`src/rtl/fifo_pkg.sv`:
```
// -----------------------------------------------------------------------------
// fifo_pkg
// Shared constants and helpers for the FIFO family.
//   FIFO_DEFAULT_WIDTH / FIFO_DEFAULT_DEPTH : default word width and depth
//   PTR_WR / PTR_RD / NUM_PTRS              : slots in the index-counter array
//   fifo_count_width(depth)                 : bits needed to hold 0..depth
// -----------------------------------------------------------------------------
package fifo_pkg;

  localparam int FIFO_DEFAULT_WIDTH = 8;
  localparam int FIFO_DEFAULT_DEPTH = 16;

  // Slot assignment for the write/read index counters built in a generate loop.
  localparam int PTR_WR   = 0;
  localparam int PTR_RD   = 1;
  localparam int NUM_PTRS = 2;

  // An occupancy counter must represent DEPTH itself, so it needs one bit
  // more than the index width.
  function automatic int fifo_count_width(input int depth);
    return $clog2(depth) + 1;
  endfunction

endpackage

```
`src/rtl/fifo_ptr.sv`:
```
// -----------------------------------------------------------------------------
// fifo_ptr
// Wrap-around index counter for a FIFO of arbitrary (non power-of-two) depth.
// Counts 0..DEPTH-1 and wraps to 0 by explicit compare.
//   clk   : clock, rising edge
//   rst   : asynchronous active-high reset, index -> 0
//   clear : synchronous reset of the index to 0 (wins over inc)
//   inc   : advance the index by one
//   idx   : current index, $clog2(DEPTH) bits
// -----------------------------------------------------------------------------
module fifo_ptr
  import fifo_pkg::*;
#(
  parameter int  DEPTH  = FIFO_DEFAULT_DEPTH,
  localparam int AWIDTH = $clog2(DEPTH)
) (
  input  logic              clk,
  input  logic              rst,
  input  logic              clear,
  input  logic              inc,
  output logic [AWIDTH-1:0] idx
);

  localparam logic [AWIDTH-1:0] LAST_IDX = AWIDTH'(DEPTH - 1);

  logic [AWIDTH-1:0] idx_reg;
  logic [AWIDTH-1:0] idx_next;

  always_comb begin
    idx_next = idx_reg;
    if (clear) begin
      idx_next = '0;
    end else if (inc) begin
      // Natural binary overflow only matches DEPTH for powers of two.
      idx_next = (idx_reg == LAST_IDX) ? '0 : idx_reg + 1'b1;
    end
  end

  always_ff @(posedge clk or posedge rst) begin
    if (rst) begin
      idx_reg <= '0;
    end else begin
      idx_reg <= idx_next;
    end
  end

  assign idx = idx_reg;

endmodule

```
`src/rtl/sync_fifo.sv`:
```
// -----------------------------------------------------------------------------
// sync_fifo
// Single-clock FIFO with exact occupancy, programmable almost-full/almost-empty
// thresholds, sticky overflow/underflow flags, synchronous flush and any depth.
//
// Output mode (compile time):
//   SYNC_FIFO_FWFT_EN undefined : registered read. An accepted pop loads the
//                                 head word into dataout on that edge and
//                                 dataout_valid pulses for the next cycle.
//   SYNC_FIFO_FWFT_EN defined   : first-word-fall-through. dataout shows the
//                                 head word whenever not empty,
//                                 dataout_valid = !empty.
//
// Ports:
//   clk, rst          : clock (rising edge), asynchronous active-high reset
//   clear             : synchronous flush (push/pop ignored that cycle)
//   push, datain      : write request and data
//   pop               : read request
//   dataout           : read data
//   dataout_valid     : dataout holds a valid word
//   full, empty       : occupancy == DEPTH / == 0
//   almost_full       : count >= AF_THRESH
//   almost_empty      : count <= AE_THRESH
//   count             : occupancy 0..DEPTH
//   overflow          : sticky, push attempted while full
//   underflow         : sticky, pop attempted while empty
// -----------------------------------------------------------------------------
module sync_fifo
  import fifo_pkg::*;
#(
  parameter int  WIDTH     = FIFO_DEFAULT_WIDTH,
  parameter int  DEPTH     = FIFO_DEFAULT_DEPTH,
  parameter int  AF_THRESH = DEPTH - 2,
  parameter int  AE_THRESH = 2,
  localparam int AWIDTH    = $clog2(DEPTH),
  localparam int CWIDTH    = fifo_count_width(DEPTH)
) (
  input  logic              clk,
  input  logic              rst,
  input  logic              clear,
  input  logic              push,
  input  logic [WIDTH-1:0]  datain,
  input  logic              pop,
  output logic [WIDTH-1:0]  dataout,
  output logic              dataout_valid,
  output logic              full,
  output logic              empty,
  output logic              almost_full,
  output logic              almost_empty,
  output logic [CWIDTH-1:0] count,
  output logic              overflow,
  output logic              underflow
);

  localparam logic [CWIDTH-1:0] COUNT_FULL = CWIDTH'(DEPTH);
  localparam logic [CWIDTH-1:0] AF_LEVEL   = CWIDTH'(AF_THRESH);
  localparam logic [CWIDTH-1:0] AE_LEVEL   = CWIDTH'(AE_THRESH);

  // ---------------------------------------------------------------------------
  // State
  // ---------------------------------------------------------------------------
  logic [WIDTH-1:0]  mem [DEPTH];

  logic [CWIDTH-1:0] count_reg;
  logic [CWIDTH-1:0] count_next;
  logic              full_reg;
  logic              empty_reg;
  logic              almost_full_reg;
  logic              almost_empty_reg;
  logic              overflow_reg;
  logic              overflow_next;
  logic              underflow_reg;
  logic              underflow_next;

  logic              push_acc;
  logic              pop_acc;

  logic [NUM_PTRS-1:0] ptr_inc;
  logic [AWIDTH-1:0]   ptr_idx [NUM_PTRS];
  logic [AWIDTH-1:0]   wr_idx;
  logic [AWIDTH-1:0]   rd_idx;

  // ---------------------------------------------------------------------------
  // Acceptance uses the registered flags from the start of the cycle, so a
  // simultaneous push+pop at full keeps the pop and drops the push (and vice
  // versa at empty). A flush swallows both requests.
  // ---------------------------------------------------------------------------
  assign push_acc = push && !full_reg  && !clear;
  assign pop_acc  = pop  && !empty_reg && !clear;

  // ---------------------------------------------------------------------------
  // Write and read index counters
  // ---------------------------------------------------------------------------
  assign ptr_inc[PTR_WR] = push_acc;
  assign ptr_inc[PTR_RD] = pop_acc;

  genvar gi;
  generate
    for (gi = 0; gi < NUM_PTRS; gi++) begin : g_ptr
      fifo_ptr #(
        .DEPTH (DEPTH)
      ) u_ptr (
        .clk   (clk),
        .rst   (rst),
        .clear (clear),
        .inc   (ptr_inc[gi]),
        .idx   (ptr_idx[gi])
      );
    end
  endgenerate

  assign wr_idx = ptr_idx[PTR_WR];
  assign rd_idx = ptr_idx[PTR_RD];

  // ---------------------------------------------------------------------------
  // Storage (not reset)
  // ---------------------------------------------------------------------------
  always_ff @(posedge clk) begin
    if (push_acc) begin
      mem[wr_idx] <= datain;
    end
  end

  // ---------------------------------------------------------------------------
  // Occupancy and error flags
  // ---------------------------------------------------------------------------
  always_comb begin
    count_next     = count_reg;
    overflow_next  = overflow_reg;
    underflow_next = underflow_reg;
    if (clear) begin
      count_next     = '0;
      overflow_next  = 1'b0;
      underflow_next = 1'b0;
    end else begin
      if (push_acc && !pop_acc) begin
        count_next = count_reg + 1'b1;
      end else if (!push_acc && pop_acc) begin
        count_next = count_reg - 1'b1;
      end
      if (push && full_reg) begin
        overflow_next = 1'b1;
      end
      if (pop && empty_reg) begin
        underflow_next = 1'b1;
      end
    end
  end

  // All status flags are registered from count_next so they move on the same
  // edge as count itself.
  always_ff @(posedge clk or posedge rst) begin
    if (rst) begin
      count_reg        <= '0;
      full_reg         <= 1'b0;
      empty_reg        <= 1'b1;
      almost_full_reg  <= 1'b0;
      almost_empty_reg <= 1'b1;
      overflow_reg     <= 1'b0;
      underflow_reg    <= 1'b0;
    end else begin
      count_reg        <= count_next;
      full_reg         <= (count_next == COUNT_FULL);
      empty_reg        <= (count_next == '0);
      almost_full_reg  <= (count_next >= AF_LEVEL);
      almost_empty_reg <= (count_next <= AE_LEVEL);
      overflow_reg     <= overflow_next;
      underflow_reg    <= underflow_next;
    end
  end

  assign count        = count_reg;
  assign full         = full_reg;
  assign empty        = empty_reg;
  assign almost_full  = almost_full_reg;
  assign almost_empty = almost_empty_reg;
  assign overflow     = overflow_reg;
  assign underflow    = underflow_reg;

  // ---------------------------------------------------------------------------
  // Read side
  // ---------------------------------------------------------------------------
`ifdef SYNC_FIFO_FWFT_EN
  // Head word straight from the array; forced to zero while empty so the
  // unwritten (unreset) storage never shows on the port.
  assign dataout       = empty_reg ? '0 : mem[rd_idx];
  assign dataout_valid = !empty_reg;
`else
  logic [WIDTH-1:0] dataout_reg;
  logic             dataout_valid_reg;

  // Registered read: the word is captured on the pop edge and then held, so
  // a flush leaves the last delivered word on the port.
  always_ff @(posedge clk or posedge rst) begin
    if (rst) begin
      dataout_reg       <= '0;
      dataout_valid_reg <= 1'b0;
    end else begin
      dataout_valid_reg <= pop_acc;
      if (pop_acc) begin
        dataout_reg <= mem[rd_idx];
      end
    end
  end

  assign dataout       = dataout_reg;
  assign dataout_valid = dataout_valid_reg;
`endif

endmodule
```
`config.mk`:
```
export PLATFORM = sky130hd
export DESIGN_NAME = sync_fifo
export DESIGN_NICKNAME = d
export VERILOG_FILES = /design/src/rtl/fifo_pkg.sv /design/src/rtl/fifo_ptr.sv /design/src/rtl/sync_fifo.sv
export SDC_FILE = /design/constraint.sdc
export NUM_CORES = 1
export LEC_CHECK = 0
export CAP_MARGIN = 20
export CORE_MARGIN = 3
export CORE_UTILIZATION = 40
export DETAILED_ROUTE_END_ITERATION = 10
export GPL_ROUTABILITY_DRIVEN = 0
export PLACE_DENSITY_LB_ADDON = 0.15
export SKIP_LAST_GASP = 1
export SYNTH_ARGS = -nofsm -noshare
export SYNTH_HDL_FRONTEND = slang
export SYNTH_SLANG_ARGS = --single-unit
```
`constraint.sdc`:
```
create_clock -name clk -period 3.8 [get_ports clk]
set_clock_uncertainty 0.1 [all_clocks]
set_input_delay 0.57 -clock clk [delete_from_list [all_inputs] [get_ports clk]]
set_output_delay 0.57 -clock clk [all_outputs]
set_load 0.01 [all_outputs]
```
* After elaboration in Yosys (flattened, before gate mapping)
Memory sizes are Yosys's and may differ from the RTL's. A register that Yosys moved wholly into a read port is not among the register bits.
Cells that the tools add are included.
** Operators by class
- Reduce and logical (&&, ||, !) cells :: 18
- Muxes and demuxes :: 15
- Add/subtract/negate cells :: 4
- $lt $le $gt $ge :: 2
- Multipliers :: 0
- Equality and inequality tests :: 3
- Shift-type cells :: 0
- Bitwise gates (word level) :: 0
- Divide/modulo/power cells :: 0
** Operator list (count)
- 4-bit 2-to-1 mux :: 6
- 5-bit 2-to-1 mux :: 3
- 4-bit by 1-bit adder with 4-bit output (second input constant) :: 2
- 4-bit == test (second input constant) :: 2
- 1-bit logical AND :: 8
- 2-bit nonzero test :: 4
- 1-bit 2-to-1 mux :: 6
- 5-bit by 1-bit adder with 5-bit output (second input constant) :: 1
- 5-bit == test (second input constant) :: 1
- 5-bit by 4-bit greater-or-equal comparator with 1-bit output (second input constant) :: 1
- 5-bit by 2-bit <= comparator with 1-bit output (second input constant) :: 1
- 1-bit zero test :: 5
- 5-bit zero test :: 1
- 5-bit by 1-bit subtractor with 5-bit output (second input constant) :: 1
** Storage, ports and cells
- Input bits :: 13
- Logic and storage cells :: 53
- Register bits :: 20
- Latch bits :: 0
- ROM bits :: 0
- Output and inout bits :: 20
- Memories kept :: 1
- Bits in writable memories :: 128
** Memories
- mem :: words 16, bits a word 8, rd ports 1, clocked after memory_dff 1, wr ports 1, line sync_fifo.sv:62 : logic [WIDTH-1:0] mem [DEPTH];

* Depth between registers and ports, before layout
Gate-level depths: netlist of the first run.
- Depth in word-level cells :: 9
- Gate-level depth with buffers :: 8
- Gate-level depth less buffers :: 7

* Modules after synthesis
From an unflattened synthesis of the first run, not the netlist that was laid out.
** Unflattened totals
- Cells, all modules :: 373
- Area total of the unflattened synthesis :: 6389.9 um^2
** By module, submodules not included
- sync_fifo :: sequential area each 4346.7 um^2, instances 1, area each 5987.0 um^2, cells an instance 331
- fifo_ptr :: sequential area each 100.1 um^2, instances 2, area each 201.4 um^2, cells an instance 21

* Least setup slack after synthesis of the first run
No wires, ideal clock.
- Path kind :: input port to flip-flop
- Start :: input port clear
- End :: memory mem[15][0] in the netlist's numbering, enable pin
- Library setup time :: 0.398 ns
- Buffers on the path :: 2
- Required time :: 3.302 ns
- Cell stages on the path :: 3
- Arrival time :: 1.944 ns
- Setup slack :: 1.358 ns
- Path through :: clkbuf_1 -> clkbuf_1 -> nor4b_1
** On the way
- Cells in the longest elaborated chain, start to end :: 4
** Ends and longest elaborated chain
- start, declared :: line sync_fifo.sv:40 : input logic clear,
- 1-bit zero test :: line sync_fifo.sv:88 : assign push_acc = push && !full_reg && !clear;
- 1-bit logical AND :: line sync_fifo.sv:88
- 1-bit 2-to-1 mux :: line sync_fifo.sv:119 : if (push_acc) begin
- 1-bit 2-to-1 mux (implied by the code) :: line sync_fifo.sv:120 : mem[wr_idx] <= datain;
- end, declared :: line sync_fifo.sv:62
Every way passes these cells.

* Worst setup path in the final report of the first run
- Start :: input port push
- End :: memory mem[12][7] in the netlist's numbering, enable pin
** On the way
- Cells in the longest elaborated chain, start to end :: 4
** Ends and longest elaborated chain
- start, declared :: line sync_fifo.sv:41 : input logic push,
- 1-bit logical AND (2 in a row) :: line sync_fifo.sv:88
- 1-bit 2-to-1 mux :: line sync_fifo.sv:119
- 1-bit 2-to-1 mux (implied by the code) :: line sync_fifo.sv:120
Every way passes these cells.

==> metrics.md, run 1 <==
| Metric | Value |
|---|---|
| Crit path cell chain | clkdlybuf4s50_1 -> nand2b_1 -> nor2_1 -> nand2_1 -> nor2_1 |
| Cell Rows | 45 |
| First-pass detailed-route iteration total | 4 |
| WL per Instance | 19.6 um |
| RSZ-0062 raised after global routing | false |
| Max-Cap Viols | 0 |
| I/O Pins | 33 |
| Starting Density | 41.8% |
| H-tree Lvls | 4 |
| Most frequent cells in the layout | edfxtp_1 (128), clkdlybuf4s50_1 (32), nor2_1 (29), mux2i_1 (26), dfrtp_1 (25) |
| Min Tclk post-route | 2.62 ns |
| Die area | 17700 um2 |
| Largest net degree at the start of global routing | 31 |
| CP startpoint kind | input port |
| Post-CTS Repair Setup Buffers | 0 |
| Area grow syn2layout | 18.2% |
| Initial DRC count | 322 |
| CP Max Fanout | 9 |
| Vias in the first global route | 3609 |
| CP peak stage delay | 0.68 ns |
| Final hold vios | 0 |
| Max reg flops | 128 |
| Worst VDD drop | 0.329 mV |
| Tot GR Track Use | 16.0% |
| Final worst-path cycle share | 68.8% |
| Arrival time at the worst endpoint | 2.56 ns |
| Layout net count | 474 |
| Buffers on Ports | 32 |
| Area of the multi-input gates | 1730 um2 |
| Pwr dens | 572 nW/um2 |
| Share of layout cells above drive strength 1 | 17.3% |
| Actual slew at the worst max-slew pin | 0.831 ns |
| Placed cell area | 7070 um2 |
| Finished Layout Cells | 678 |
| Synth Area per Inst | 15.8 um2 |
| Worst skew pair latency | 0.42 ns |
| Final setup fails | 0 |
| Num CTS Buffers | 17 |
| Slew headroom | 44.6% |
| Antenna diodes | 0 |
| Routed Wire Length | 13.3 mm |
| Leak Pwr | 2.63 nW |
| Library cells used by synthesis | 49 |
| Status | complete, no violations |
| Placed cell count | 646 |
| Clock Tree Root | clkbuf_16 |
| Syn_nets | 430 |
| DR vias/cell | 5.18 |
| Crit path capture type | register |
| Register area share after synthesis | 70.3% |
| Filler instances | 1301 |
| Post-Syn Instances | 410 |
| Final Hold Slack | 0.394 ns |
| Register area | 4550 um2 |
| Count of cells resized by post-cts repair | 0 |
| DR vias | 3513 |
| First-pass GRT wire length | 21.2 mm |
| Layout Cell Area excl Fill | 7640 um2 |
| Core area | 15500 um2 |
| Max Clk Rate | 0.382 GHz |
| Hold buffer count at cts | 0 |
| YS warnings | 0 |
| Die X-Extent | 133 um |
| Most common cell after layout, fill and taps aside | edfxtp_1 |
| Initial antenna violation count | 0 |
| Remaining Overflow, GRT | 0 |
| TritonCTS clock tree | yes |
| Register bit total from synthesis | 156 |
| ANT nets after route | 0 |
| Worst Setup Path Type | input port to register |
| Clock buffer depth | 2 |
| Worst path required time | 3.74 ns |
| PnR Total Power | 0.00437 W |
| Register clock-pin slew on the reported worst setup and hold paths | 0.06 ns |
| Detailed Place HPWL | 8.84 mm |
| Worst hold path type | input port to async pin |
| Synthesized cell area | 6470 um2 |
| Die Ht | 133 um |
| Fin Setup TNS | 0 ns |
| R2R Setup Slk | 1.38 ns |
| Clock sinks | 156 |
| Slew Limit Fails | 0 |
| Most frequent CP cell | nor2_1 |
| Drc violations | 0 |
| Slowest CP cell | nor2_1 |
per-stage QoR:
stage,util [%],setup WS [ns]
final,49.4,1.18
after global routing,49.4,1.02
after detailed placement,45.7,0.764
after floorplan,-,1.36
after CTS,49.4,1.22
after global placement,45.5,0.903
metal layers:
layer	track usage, %	share of wire [%]	vias to the layer above
met2	24.2	47	89
met1	22.7	47	1766
met5	0	0	-
met3	4.12	4.2	14
li1	-	-	1644
met4	5.49	1.5	0
cell families after synthesis:
family	count (synthesis)	synth area share (%)
flip-flops	156	70.3
AND/OR/NAND/NOR	84	6.93
AO/OA/AOI/OAI	64	6.67
multiplexers	51	11.2
buffers and inverters	44	3.04
adder cells (fa/ha/maj)	7	1.35
XOR/XNOR	4	0.542
where the power goes:
| group | internal (W) | leakage [nW] | switching [W] | total [W] |
|---|---|---|---|---|
| Sequential | 0.00195 | 1.52 | 0.0000808 | 0.00203 |
| Combinational | 0.000352 | 0.844 | 0.000358 | 0.000709 |
| Clock | 0.000967 | 0.264 | 0.000664 | 0.00163 |
path summary, 6_finish.rpt:
kind	from	to	cells after the start
max	push	mem[12][7]$_DFFE_PP_	5
min	rst	count[3]$_DFF_PP0_	2
max reg2reg	full$_DFF_PP0_	mem[12][7]$_DFFE_PP_	4
min reg2reg	underflow$_DFFE_PP0P_	underflow$_DFFE_PP0P_	2
max in group asynchronous	rst	almost_empty$_DFF_PP1_	3
min in group clk	underflow$_DFFE_PP0P_	underflow$_DFFE_PP0P_	2
cell usage after synthesis (all sizes together):
master	n	area share, %
and4b	1	0.15
nor4bb	1	0.15
o21bai	1	0.12
o2111a	3	0.52
and2b	2	0.31
buf	13	1.2
o21ai	10	0.77
nand2b	6	0.70
clkbuf	7	0.41
nand2	22	1.3
a31oi	1	0.097
nor2b	3	0.29
o211ai	8	0.93
mux2i	26	4.0
a311oi	3	0.41
o22ai	8	0.77
nor4b	1	0.14
xor2	3	0.41
a21oi	17	1.3
o32a	1	0.15
edfxtp	128	59
xnor2	1	0.14
dfrtp	26	10
clkinv	2	0.12
nor3	5	0.39
mux2	9	1.6
ha	7	1.4
nand3	4	0.50
o31ai	1	0.12
nand3b	1	0.31
nor2	31	2.0
or3	3	0.29
dfstp	2	0.81
nor4	2	0.19
and2	1	0.097
inv	22	1.3
and3	1	0.097
mux4	16	5.6
a22oi	10	1.3
a221o	1	0.15
worst max-delay path, delay by kind of cell:
family                 cells  cell delay, ns
buffers and inverters      1            0.51
and+or+nand+nor            4            1.46
layout make-up:
cell class	count	area share (%)
flip-flops and latches	156	59.5
multi-input cells	210	22.6
repair buffers	45	5.73
clock buffers	18	5.61
well taps	211	3.45
clock inverters	14	1.90
inverters	24	1.18
Power figures use the tool's default switching activity.
==> inputs of run 2 (changes only) <==
==> constraint.sdc (replaced) <==
create_clock -name clk -period 2.36 [get_ports clk]
set_clock_uncertainty 0.1 [all_clocks]
set_input_delay 0.354 -clock clk [delete_from_list [all_inputs] [get_ports clk]]
set_output_delay 0.354 -clock clk [all_outputs]
set_load 0.01 [all_outputs]
==> metrics.md, run 2 (synthesis gave the netlist of run 1 again) <==
| Metric | Value |
|---|---|
| Final hold vios | 0 (unchanged) |
| Worst VDD drop | 0.523 mV (+59%) |
| Worst hold path type | input port to async pin |
| Clock Tree Root | clkbuf_16 |
| TritonCTS clock tree | yes |
| Vias in the first global route | 3632 (+0.64%) |
| Final setup margin | 0.359 ns (-0.825 ns) |
| Area grow syn2layout | 21.3% |
| Worst skew pair latency | 0.42 ns (about the same) |
| Register clock-pin slew on the reported worst setup and hold paths | 0.06 ns (about the same) |
| Count of cells resized by post-cts repair | 0 (unchanged) |
| Num CTS Buffers | 17 (unchanged) |
| RSZ-0062 raised after global routing | false |
| Buffers on Ports | 32 (unchanged) |
| Drc violations | 0 (unchanged) |
| Max reg flops | 128 (unchanged) |
| DR vias | 3518 (+0.14%) |
| Place WS | 0.144 ns (-0.620 ns) |
| Detailed Place HPWL | 8.85 mm (+0.15%) |
| ANT nets after route | 0 (unchanged) |
| Final worst-path cycle share | 84.8% |
| DR vias/cell | 5.11 (-1.3%) |
| Starting Density | 41.8% (unchanged) |
| Initial DRC count | 219 (-32%) |
| Status | complete, no violations |
| Min Tclk post-route | 2.00 ns |
| Die Ht | 133 um (unchanged) |
| First-pass detailed-route iteration total | 4 (unchanged) |
| Max-Cap Viols | 0 (unchanged) |
| Clock sinks | 156 (unchanged) |
| Cell Rows | 45 (unchanged) |
| Filler instances | 1266 (-2.7%) |
| Remaining Overflow, GRT | 0 (unchanged) |
| First-pass GRT wire length | 20.9 mm (-1.2%) |
| Arrival time at the worst endpoint | 2.22 ns (-0.34 ns) |
| Routed Wire Length | 13.1 mm (-1.1%) |
| CP Max Fanout | 8 (-1) |
| Tot GR Track Use | 15.8% (-0.20 points) |
| Layout net count | 484 (+2.1%) |
| Core area | 15500 um2 (unchanged) |
| R2R depth | 5 (+1) |
| Worst path required time | 2.58 ns (-1.16 ns) |
| CP startpoint kind | register |
| I/O Pins | 33 (unchanged) |
| Slew headroom | 50.7% (+6.1 points) |
| Fin Setup TNS | 0 ns (unchanged) |
| Clock buffer depth | 2 (unchanged) |
| Final setup fails | 0 (unchanged) |
| Hold buffer count at cts | 0 (unchanged) |
| Max Clk Rate | 0.500 GHz |
| Die X-Extent | 133 um (unchanged) |
| Pwr dens | 952 nW/um2 (+66%) |
| H-tree Lvls | 4 (unchanged) |
| Post-CTS Repair Setup Buffers | 0 (unchanged) |
| Largest net degree at the start of global routing | 35 (+13%) |
| Antenna diodes | 0 (unchanged) |
| WL per Instance | 19.1 um (-2.6%) |
| Crit path capture type | register |
| Actual slew at the worst max-slew pin | 0.737 ns (-0.0936 ns) |
| Slew Limit Fails | 0 (unchanged) |
| Die area | 17700 um2 (unchanged) |
| Most frequent cells in the layout | edfxtp_1 (128), clkdlybuf4s50_1 (32), nor2_1 (29), mux2i_1 (26), dfrtp_1 (25) |
| Worst Setup Path Type | register to register |
| Initial antenna violation count | 0 (unchanged) |
| Leak Pwr | 2.76 nW (+5.0%) |
| Share of layout cells above drive strength 1 | 19.5% (+2.2 points) |
| Most common cell after layout, fill and taps aside | edfxtp_1 |
==> run 2: changes by cell type in the layout (fill, tap and decap cells not counted), sizes merged <==
cell and change:
clkinvlp -5, buf +10, bufinv -1, inv -1
clkinv -3, clkbuf +10
==> run 2: final cells by class <==
type / instances / area (um2) / share of cell area (%)
Inverter: 24 / 90.1 / 1.15
Tap cell: 211 / 264 / 3.37
Timing Repair Buffer: 55 / 518 / 6.60
Clock inverter: 4 / 47.5 / 0.606
Clock buffer: 28 / 646 / 8.23
Sequential cell: 156 / 4550 / 58.0
Multi-Input combinational cell: 210 / 1730 / 22.1
==> run 2: power by group <==
part	total [W]	internal, W	switching [W]
clock network	0.00303	0.00198	0.00105
registers	0.00327	0.00314	0.000126
logic	0.00117	0.000582	0.000590
==> run 2: layer usage <==
| metal | GRT usage [%] | wire length [um] | up-vias |
|---|---|---|---|
| met5 | 0 | 0 | - |
| met3 | 3.93 | 492 | 11 |
| met4 | 5.71 | 181 | 0 |
| met2 | 24.2 | 6250 | 69 |
| li1 | - | - | 1670 |
| met1 | 22.0 | 6220 | 1768 |
==> run 2: metrics by stage <==
step                area (um2)  util [%]  instances  power, W  hold WS [ns]
floorplan                 6470         -        410   0.00401         0.318
global placement          7150      46.2        656   0.00450         0.393
detailed placement        7150      46.2        656   0.00451         0.400
CTS                       7840      50.7        688   0.00754         0.202
global route              7840      50.7        688   0.00777         0.222
finish                    7840      50.7        688   0.00747         0.202
==> run 2: critical path, stage by stage, from the launching register on <==
cell      delay (ns)
dfrtp_1         0.47
inv_1           0.13
ha_1            0.37
mux2_2          0.35
a221o_1         0.33
o2111a_1        0.14
==> run 2: path summary, 6_finish.rpt <==
check / from / end / slack, ns
hold / removal: rst / count[4]$_DFF_PP0_ / 0.20
max in group asynchronous: rst / empty$_DFF_PP1_ / 1.62
min in group clk: underflow$_DFFE_PP0P_ / underflow$_DFFE_PP0P_ / 0.40
hold reg to reg: underflow$_DFFE_PP0P_ / underflow$_DFFE_PP0P_ / 0.40
setup reg to reg: count[0]$_DFF_PP0_ / full$_DFF_PP0_ / 0.36
setup / recovery: count[0]$_DFF_PP0_ / full$_DFF_PP0_ / 0.36
